==> src/rtl/mem_arb_pkg.sv <==
// mem_arb_pkg: shared state, grant-owner types and defaults for the memory port arbiter
package mem_arb_pkg;
    typedef enum logic [1:0] {IDLE, ISSUE, RD_WAIT, RESP} state_e;
    typedef enum logic {GNT_IF, GNT_DM} gnt_e;
    localparam int MAX_D_STREAK_DEF = 4;
endpackage

==> src/rtl/mem_arb_prio.sv <==
// mem_arb_prio: data-first grant selection with a saturating streak counter that forces a fetch
module mem_arb_prio
    import mem_arb_pkg::*;
#(
    parameter int MAX_D_STREAK = MAX_D_STREAK_DEF
) (
    input  logic clk,
    input  logic rst,
    input  logic grant_en_i,
    input  logic if_req_i,
    input  logic dm_req_i,
    output gnt_e gnt_o
);
    localparam logic [3:0] MAX_S = 4'(MAX_D_STREAK);
    logic [3:0] streak_q, streak_d;
    always_comb begin
        gnt_o    = (dm_req_i && !(if_req_i && streak_q == MAX_S)) ? GNT_DM : GNT_IF;
        streak_d = !(grant_en_i && (if_req_i || dm_req_i)) ? streak_q :
                   (gnt_o == GNT_IF || !if_req_i)          ? 4'd0 :
                   (streak_q == MAX_S)                     ? streak_q : streak_q + 4'd1;
    end
    always_ff @(posedge clk or posedge rst) begin
        if (rst) streak_q <= 4'd0;
        else     streak_q <= streak_d;
    end
endmodule

==> src/rtl/mem_port_arbiter.sv <==
// mem_port_arbiter: shares one single-ported memory between fetch and the load/store path
module mem_port_arbiter
    import mem_arb_pkg::*;
#(
    parameter int ADDR_W       = 32,
    parameter int DATA_W       = 32,
    parameter int MAX_D_STREAK = MAX_D_STREAK_DEF
) (
    input  logic                  clk,
    input  logic                  rst,
    input  logic                  if_req,
    input  logic [ADDR_W-1:0]     if_addr,
    output logic [DATA_W-1:0]     if_rdata,
    output logic                  if_done,
    input  logic                  dm_req,
    input  logic [DATA_W/8-1:0]   dm_we,
    input  logic [ADDR_W-1:0]     dm_addr,
    input  logic [DATA_W-1:0]     dm_wdata,
    output logic [DATA_W-1:0]     dm_rdata,
    output logic                  dm_done,
    output logic                  mem_cs,
    output logic [DATA_W/8-1:0]   mem_we,
    output logic [ADDR_W-1:0]     mem_addr,
    output logic [DATA_W-1:0]     mem_wdata,
    input  logic                  mem_ready,
    input  logic                  mem_rvalid,
    input  logic [DATA_W-1:0]     mem_rdata,
    output logic                  stall_if,
    output logic                  stall_mem
);
    state_e                state_q, state_d;
    gnt_e                  gnt_q, gnt_d, gnt;
    logic [ADDR_W-1:0]     addr_q, addr_d;
    logic [DATA_W/8-1:0]   we_q, we_d;
    logic [DATA_W-1:0]     wdata_q, wdata_d;
    logic [DATA_W-1:0]     if_rdata_q, if_rdata_d;
    logic [DATA_W-1:0]     dm_rdata_q, dm_rdata_d;

    mem_arb_prio #(.MAX_D_STREAK(MAX_D_STREAK)) u_prio (
        .clk       (clk),
        .rst       (rst),
        .grant_en_i(state_q == IDLE),
        .if_req_i  (if_req),
        .dm_req_i  (dm_req),
        .gnt_o     (gnt)
    );

    always_comb begin
        state_d    = state_q;
        gnt_d      = gnt_q;
        addr_d     = addr_q;
        we_d       = we_q;
        wdata_d    = wdata_q;
        if_rdata_d = if_rdata_q;
        dm_rdata_d = dm_rdata_q;
        unique case (state_q)
            IDLE: if (if_req || dm_req) begin
                state_d = ISSUE;
                gnt_d   = gnt;
                addr_d  = (gnt == GNT_DM) ? dm_addr : if_addr;
                we_d    = (gnt == GNT_DM) ? dm_we : '0;
                wdata_d = (gnt == GNT_DM) ? dm_wdata : '0;
            end
            ISSUE:   if (mem_ready) state_d = (|we_q) ? RESP : RD_WAIT;
            RD_WAIT: if (mem_rvalid) begin
                state_d = RESP;
                if (gnt_q == GNT_DM) dm_rdata_d = mem_rdata;
                else                 if_rdata_d = mem_rdata;
            end
            RESP:    state_d = IDLE;
            default: state_d = IDLE;
        endcase
    end

    always_ff @(posedge clk or posedge rst) begin
        if (rst) begin
            state_q    <= IDLE;
            gnt_q      <= GNT_IF;
            addr_q     <= '0;
            we_q       <= '0;
            wdata_q    <= '0;
            if_rdata_q <= '0;
            dm_rdata_q <= '0;
        end else begin
            state_q    <= state_d;
            gnt_q      <= gnt_d;
            addr_q     <= addr_d;
            we_q       <= we_d;
            wdata_q    <= wdata_d;
            if_rdata_q <= if_rdata_d;
            dm_rdata_q <= dm_rdata_d;
        end
    end

    assign mem_cs    = state_q == ISSUE;
    assign mem_we    = mem_cs ? we_q : '0;
    assign mem_addr  = mem_cs ? addr_q : '0;
    assign mem_wdata = mem_cs ? wdata_q : '0;
    assign if_done   = state_q == RESP && gnt_q == GNT_IF;
    assign dm_done   = state_q == RESP && gnt_q == GNT_DM;
    assign if_rdata  = if_rdata_q;
    assign dm_rdata  = dm_rdata_q;
    assign stall_mem = dm_req && !dm_done;
    assign stall_if  = (if_req && !if_done) || stall_mem;
endmodule

==> config.mk <==
export PLATFORM = sky130hd
export DESIGN_NAME = mem_port_arbiter
export DESIGN_NICKNAME = d
export VERILOG_FILES = /design/src/rtl/mem_arb_pkg.sv /design/src/rtl/mem_arb_prio.sv /design/src/rtl/mem_port_arbiter.sv
export SDC_FILE = /design/constraint.sdc
export NUM_CORES = 1
export LEC_CHECK = 0
export ABC_AREA = 1
export CAP_MARGIN = 25
export CELL_PAD_IN_SITES_DETAIL_PLACEMENT = 1
export CELL_PAD_IN_SITES_GLOBAL_PLACEMENT = 2
export CORE_UTILIZATION = 25
export DETAILED_ROUTE_END_ITERATION = 12
export PLACE_DENSITY = 0.87
export SYNTH_ARGS = -nofsm -noshare
export SYNTH_HDL_FRONTEND = slang
export SYNTH_SLANG_ARGS = --single-unit
==> constraint.sdc <==
create_clock -name clk -period 9.8 [get_ports clk]
set_input_delay 2.45 -clock clk [delete_from_list [all_inputs] [get_ports clk]]
set_output_delay 2.45 -clock clk [all_outputs]
set_load 0.02 [all_outputs]
Word-level counts from Yosys, hierarchy flattened. Index checks and enable logic that the tools add are counted.

Register bits: 139. Output and inout port bits: 137. Word-level logic and storage cells: 54.

Add/subtract/negate cells: 1. Equality and inequality tests: 8. Muxes and demuxes: 14. Bitwise operators: 2. Reductions and logical operators: 21.

Operator list (number): two-way mux 32 bit (4); two-way mux 4 bit (4); AND reduction 3 bit (3); case mux 2 bit (4 select lines) (1); logical AND 1 bit (7); two-way mux 2 bit (3); adder 4 x 1 -> 4 bit, second input constant (1); equality test 2 bit, second input constant (2); equality test 4 x 3 -> 1 bit, second input constant (1); logical NOT 1 bit (4); != test 2 x 1 -> 1 bit, second input constant (2); != test 2 bit, second input constant (2); AND reduction 2 bit (2); OR reduction 4 bit (1); logical OR 1 bit (3); equality test 2 x 1 -> 1 bit, second input constant (1); logical NOT 2 bit (1); two-way mux 1 bit (2); NOT 1 bit (2).

Longest topological paths before layout.
Word-level depth: 9. Mapped depth: 10. Depth with buffers taken out: 9.

Cells and area by module. A second synthesis with hierarchy kept.

Cells, all modules: 830. Area total of the unflattened synthesis: 6523.8 sq um.

By module, submodules not included: mem_port_arbiter (times used 1, cells an instance 787, area each 6232.2 sq um); mem_arb_prio (times used 1, cells an instance 43, area each 291.5 sq um).

Worst setup path after synthesis. OpenSTA, ideal clock, no wires.

Kind: input to output. Start: in dm_req. End: out stall_if. Data arrival time: 3.345 ns. Required time: 7.350 ns. Setup slack: 4.005 ns. Stages: 4. Buffers on the path: 2. Cell sequence: buf_4 > buf_2 > inv_1 > o21ai_0.

Word-level cells in the longest chain between the ends: 2.

Ends and longest elaborated chain: from (decl) (line mem_port_arbiter.sv:15) `input logic dm_req,`; logical AND 1 bit (line mem_port_arbiter.sv:103) `assign stall_mem = dm_req && !dm_done;`; logical OR 1 bit (line mem_port_arbiter.sv:104) `assign stall_if = (if_req && !if_done) || stall_mem;`; to (decl) (line mem_port_arbiter.sv:28) `output logic stall_if,`.

No other way between the ends.

Worst setup path in the final report. Same ends and word-level chain as after synthesis.

==> results.json <==
{
  "power.leakage_nw": 5.536,
  "worst_setup_path_start_kind": "input pin",
  "cts_buffer_depth": 2,
  "ys_seq_area_share_pct": 52.28,
  "min_from": "wdata_q[26]",
  "grt_pass1_wl_mm": 34.09,
  "status": "finished clean",
  "grt_max_degree": 89,
  "peakVddDrop_v": 0.0001148,
  "powerDensity_nw_per_um2": 295.7,
  "die-area_um2": 27270,
  "layout_common_cells": "359 x nand2_1, 274 x clkdlybuf4s50_1, 179 x inv_1, 139 x dfrtp_1, 70 x o21ai_0",
  "insertion_delay_ps": 430,
  "synth-xor-area-share_pct": 0,
  "syn-num-nets": 1031,
  "setup_viol": 0,
  "drv_slew": 0,
  "setup_ws_ps": 3043,
  "crit_family": "buffers and inverters",
  "synthSimpleGateAreaFrac_pct": 27.00,
  "r2r-start": "u_prio.streak_q[0]",
  "critical_path_required_ps": 7350,
  "postCtsResizedCells": 0,
  "synth_fa_ha_area_share_pct": 1.316,
  "die_y_um": 165.1,
  "fin_nets": 1288,
  "path_max_fanout": 36,
  "finalWirelength_mm": 21.41,
  "fin_skew_ps": 13.24,
  "timing.final.crit_share_pct": 68.94,
  "ant_nets": 0,
  "synth_compound_area_share_pct": 5.491,
  "path_clk_slew_ps": 60,
  "place_congestion": 0.7373,
  "grt_pass1_vias": 6634,
  "io_buffers": 274,
  "synth_mux_area_share_pct": 0,
  "mostFrequentLayoutCell": "nand2_1",
  "synth_top_family_by_area": "simple AND/OR/NAND/NOR gates",
  "cp_common_cell": "clkdlybuf4s50_1",
  "hold_end": "wdata_q[26]",
  "tightest_slew_ps": 824.9,
  "vias": 6302,
  "min_delay_path_depth": 2,
  "ys_seq_elements": 139,
  "syn_to_final_growth_pct": 54.19,
  "cts_tree": "done",
  "avgSynthCellArea_um2": 7.510,
  "r2r_slack_ps": 7180,
  "synth_cell_types": 20,
  "die_w_um": 165.1,
  "htree_levels": 4,
  "slowest_delay_ps": 680,
  "crit_buf_inv": 4,
  "fin_crit_ps": 6757,
  "worstPathArrival_ps": 4310,
  "rsz0062_at_grt": "false",
  "firstDrtPassIters": 4,
  "nFillCells": 3179,
  "netlist_instances": 886,
  "hpwl_mm": 14.75,
  "ys_warn_count": 0,
  "cts_buffers": 17,
  "relSlewSlack_pct": 45.00,
  "grt_util_all_layers_pct": 16.15,
  "hold_violations": 0,
  "drt_iter0_markers": 266,
  "stdcell_count": 1491,
  "synth.cell_area_um2": 6654,
  "path_class": "input pin to primary output",
  "grt_overflow": 0,
  "hold_buffers": 0,
  "grt_antenna_before_repair": 0,
  "post-place-ws_ps": 3044,
  "drive_gt1_share_pct": 4.239,
  "fmax_mhz": 148.0,
  "holdWs_ps": 479.0,
  "cts-root-buf": "clkbuf_16",
  "cts_num_sinks": 139,
  "antenna-diode-count": 0,
  "dp_cells": 1457,
  "power_mw": 3.034,
  "path_cells": "clkdlybuf4s50_1 -> buf_4 -> inv_1 -> o21ai_0 -> clkdlybuf4s50_1",
  "cpMaxStageDelayCell": "clkdlybuf4s50_1",
  "hold_path.class": "register to register",
  "drc_errors": 0,
  "r2r_cells": 9,
  "end_kind": "primary output",
  "io_pins": 275,
  "initial_core_util_pct": 25.53,
  "fin_setup_tns_ps": 0,
  "viasPerCell": 4.227,
  "r2r-end": "wdata_q[16]",
  "drv_cap": 0,
  "rows": 59,
  "post-cts-setup-buffers": 0,
  "core-area_um2": 26060,
  "wl_per_cell_um": 14.36
}
cells by family (layout without fill, tap and decap cells):
group / after synthesis / in the layout
and+or+nand+nor: 443 / 443
adders and majority gates: 7 / 7
DFF: 139 / 139
AOI/OAI and AO/OA: 73 / 73
buffers and inverters: 224 / 494
worst max path at each step:
stage	startpoint	to	slack, ps	cells after the start
3_5_place_dp	dm_req	stall_if	3040	5
5_1_grt	dm_req	stall_if	2920	5
2_1_floorplan	rst	addr_q[0]	3630	1
4_1_cts	dm_req	stall_if	3040	5
3_3_place_gp	dm_req	stall_if	3040	5
6_report	dm_req	stall_if	3040	5
layer usage:
metal  share of wire, %  GRT usage (%)
met1                 43          18.90
met2                 46          26.70
met3                 11          7.118
met4               0.92          4.379
met5                  0              0
worst reg2reg max path: cells and delay by family, from the launching register on:
family        cells  cell delay [ps]
buf+inv           2              140
flops             1              370
simple gates      6             1830
fa+ha+maj         1              220
area by class of cell:
class                           count  area [um^2]  area share (%)
Multi-Input combinational cell    523         2255           21.98
Timing Repair Buffer              281         2828           27.56
Inverter                          181        684.4           6.671
Clock buffer                       17        425.4           4.146
Clock inverter                     15        170.2           1.659
Sequential cell                   139         3478           33.90
Tap cell                          335        419.2           4.085
cells in the mapped netlist:
library cell	n	area (um^2)
a21oi_1	2	10.01
clkbuf_1	9	33.78
inv_1	180	675.7
inv_2	1	3.750
buf_1	2	7.510
ha_1	7	87.58
nor2_4	2	22.52
nor2_1	8	30.03
nor2_8	1	20.02
buf_6	6	67.56
o21ai_1	1	5.000
nand2_4	1	11.26
nand3_1	69	345.3
o21ai_0	70	350.3
buf_2	23	115.1
nand3_2	1	10.01
nand2_1	360	1351
dfrtp_1	139	3478
nand2_2	1	6.260
buf_4	3	22.52
power by group:
group | internal [mW] | leakage, nW | total, mW | switching [mW]
sequential | 0.832 | 1.75 | 0.978 | 0.146
combinational | 0.598 | 3.50 | 1.40 | 0.800
clock | 0.365 | 0.293 | 0.658 | 0.293
total | 1.80 | 5.54 | 3.03 | 1.24
per-stage QoR:
| stage | utilization (%) | cell area [um^2] |
|---|---|---|
| finish | 39.37 | 10260 |
| CTS | 39.19 | 10210 |
| detailed placement | 36.90 | 9617 |
| floorplan | - | 6654 |
| global placement | 36.90 | 9617 |
| global route | 39.37 | 10260 |
sequential cells by signal, summed over array words and instances (netlist names):
| register | flops |
|---|---|
| state_q | 2 |
| u_prio.streak_q | 4 |
| addr_q | 32 |
| gnt_q | 1 |
| we_q | 4 |
| wdata_q | 32 |
| dm_rdata | 32 |
| if_rdata | 32 |
No activity file was read; power rests on OpenSTA's default activity.
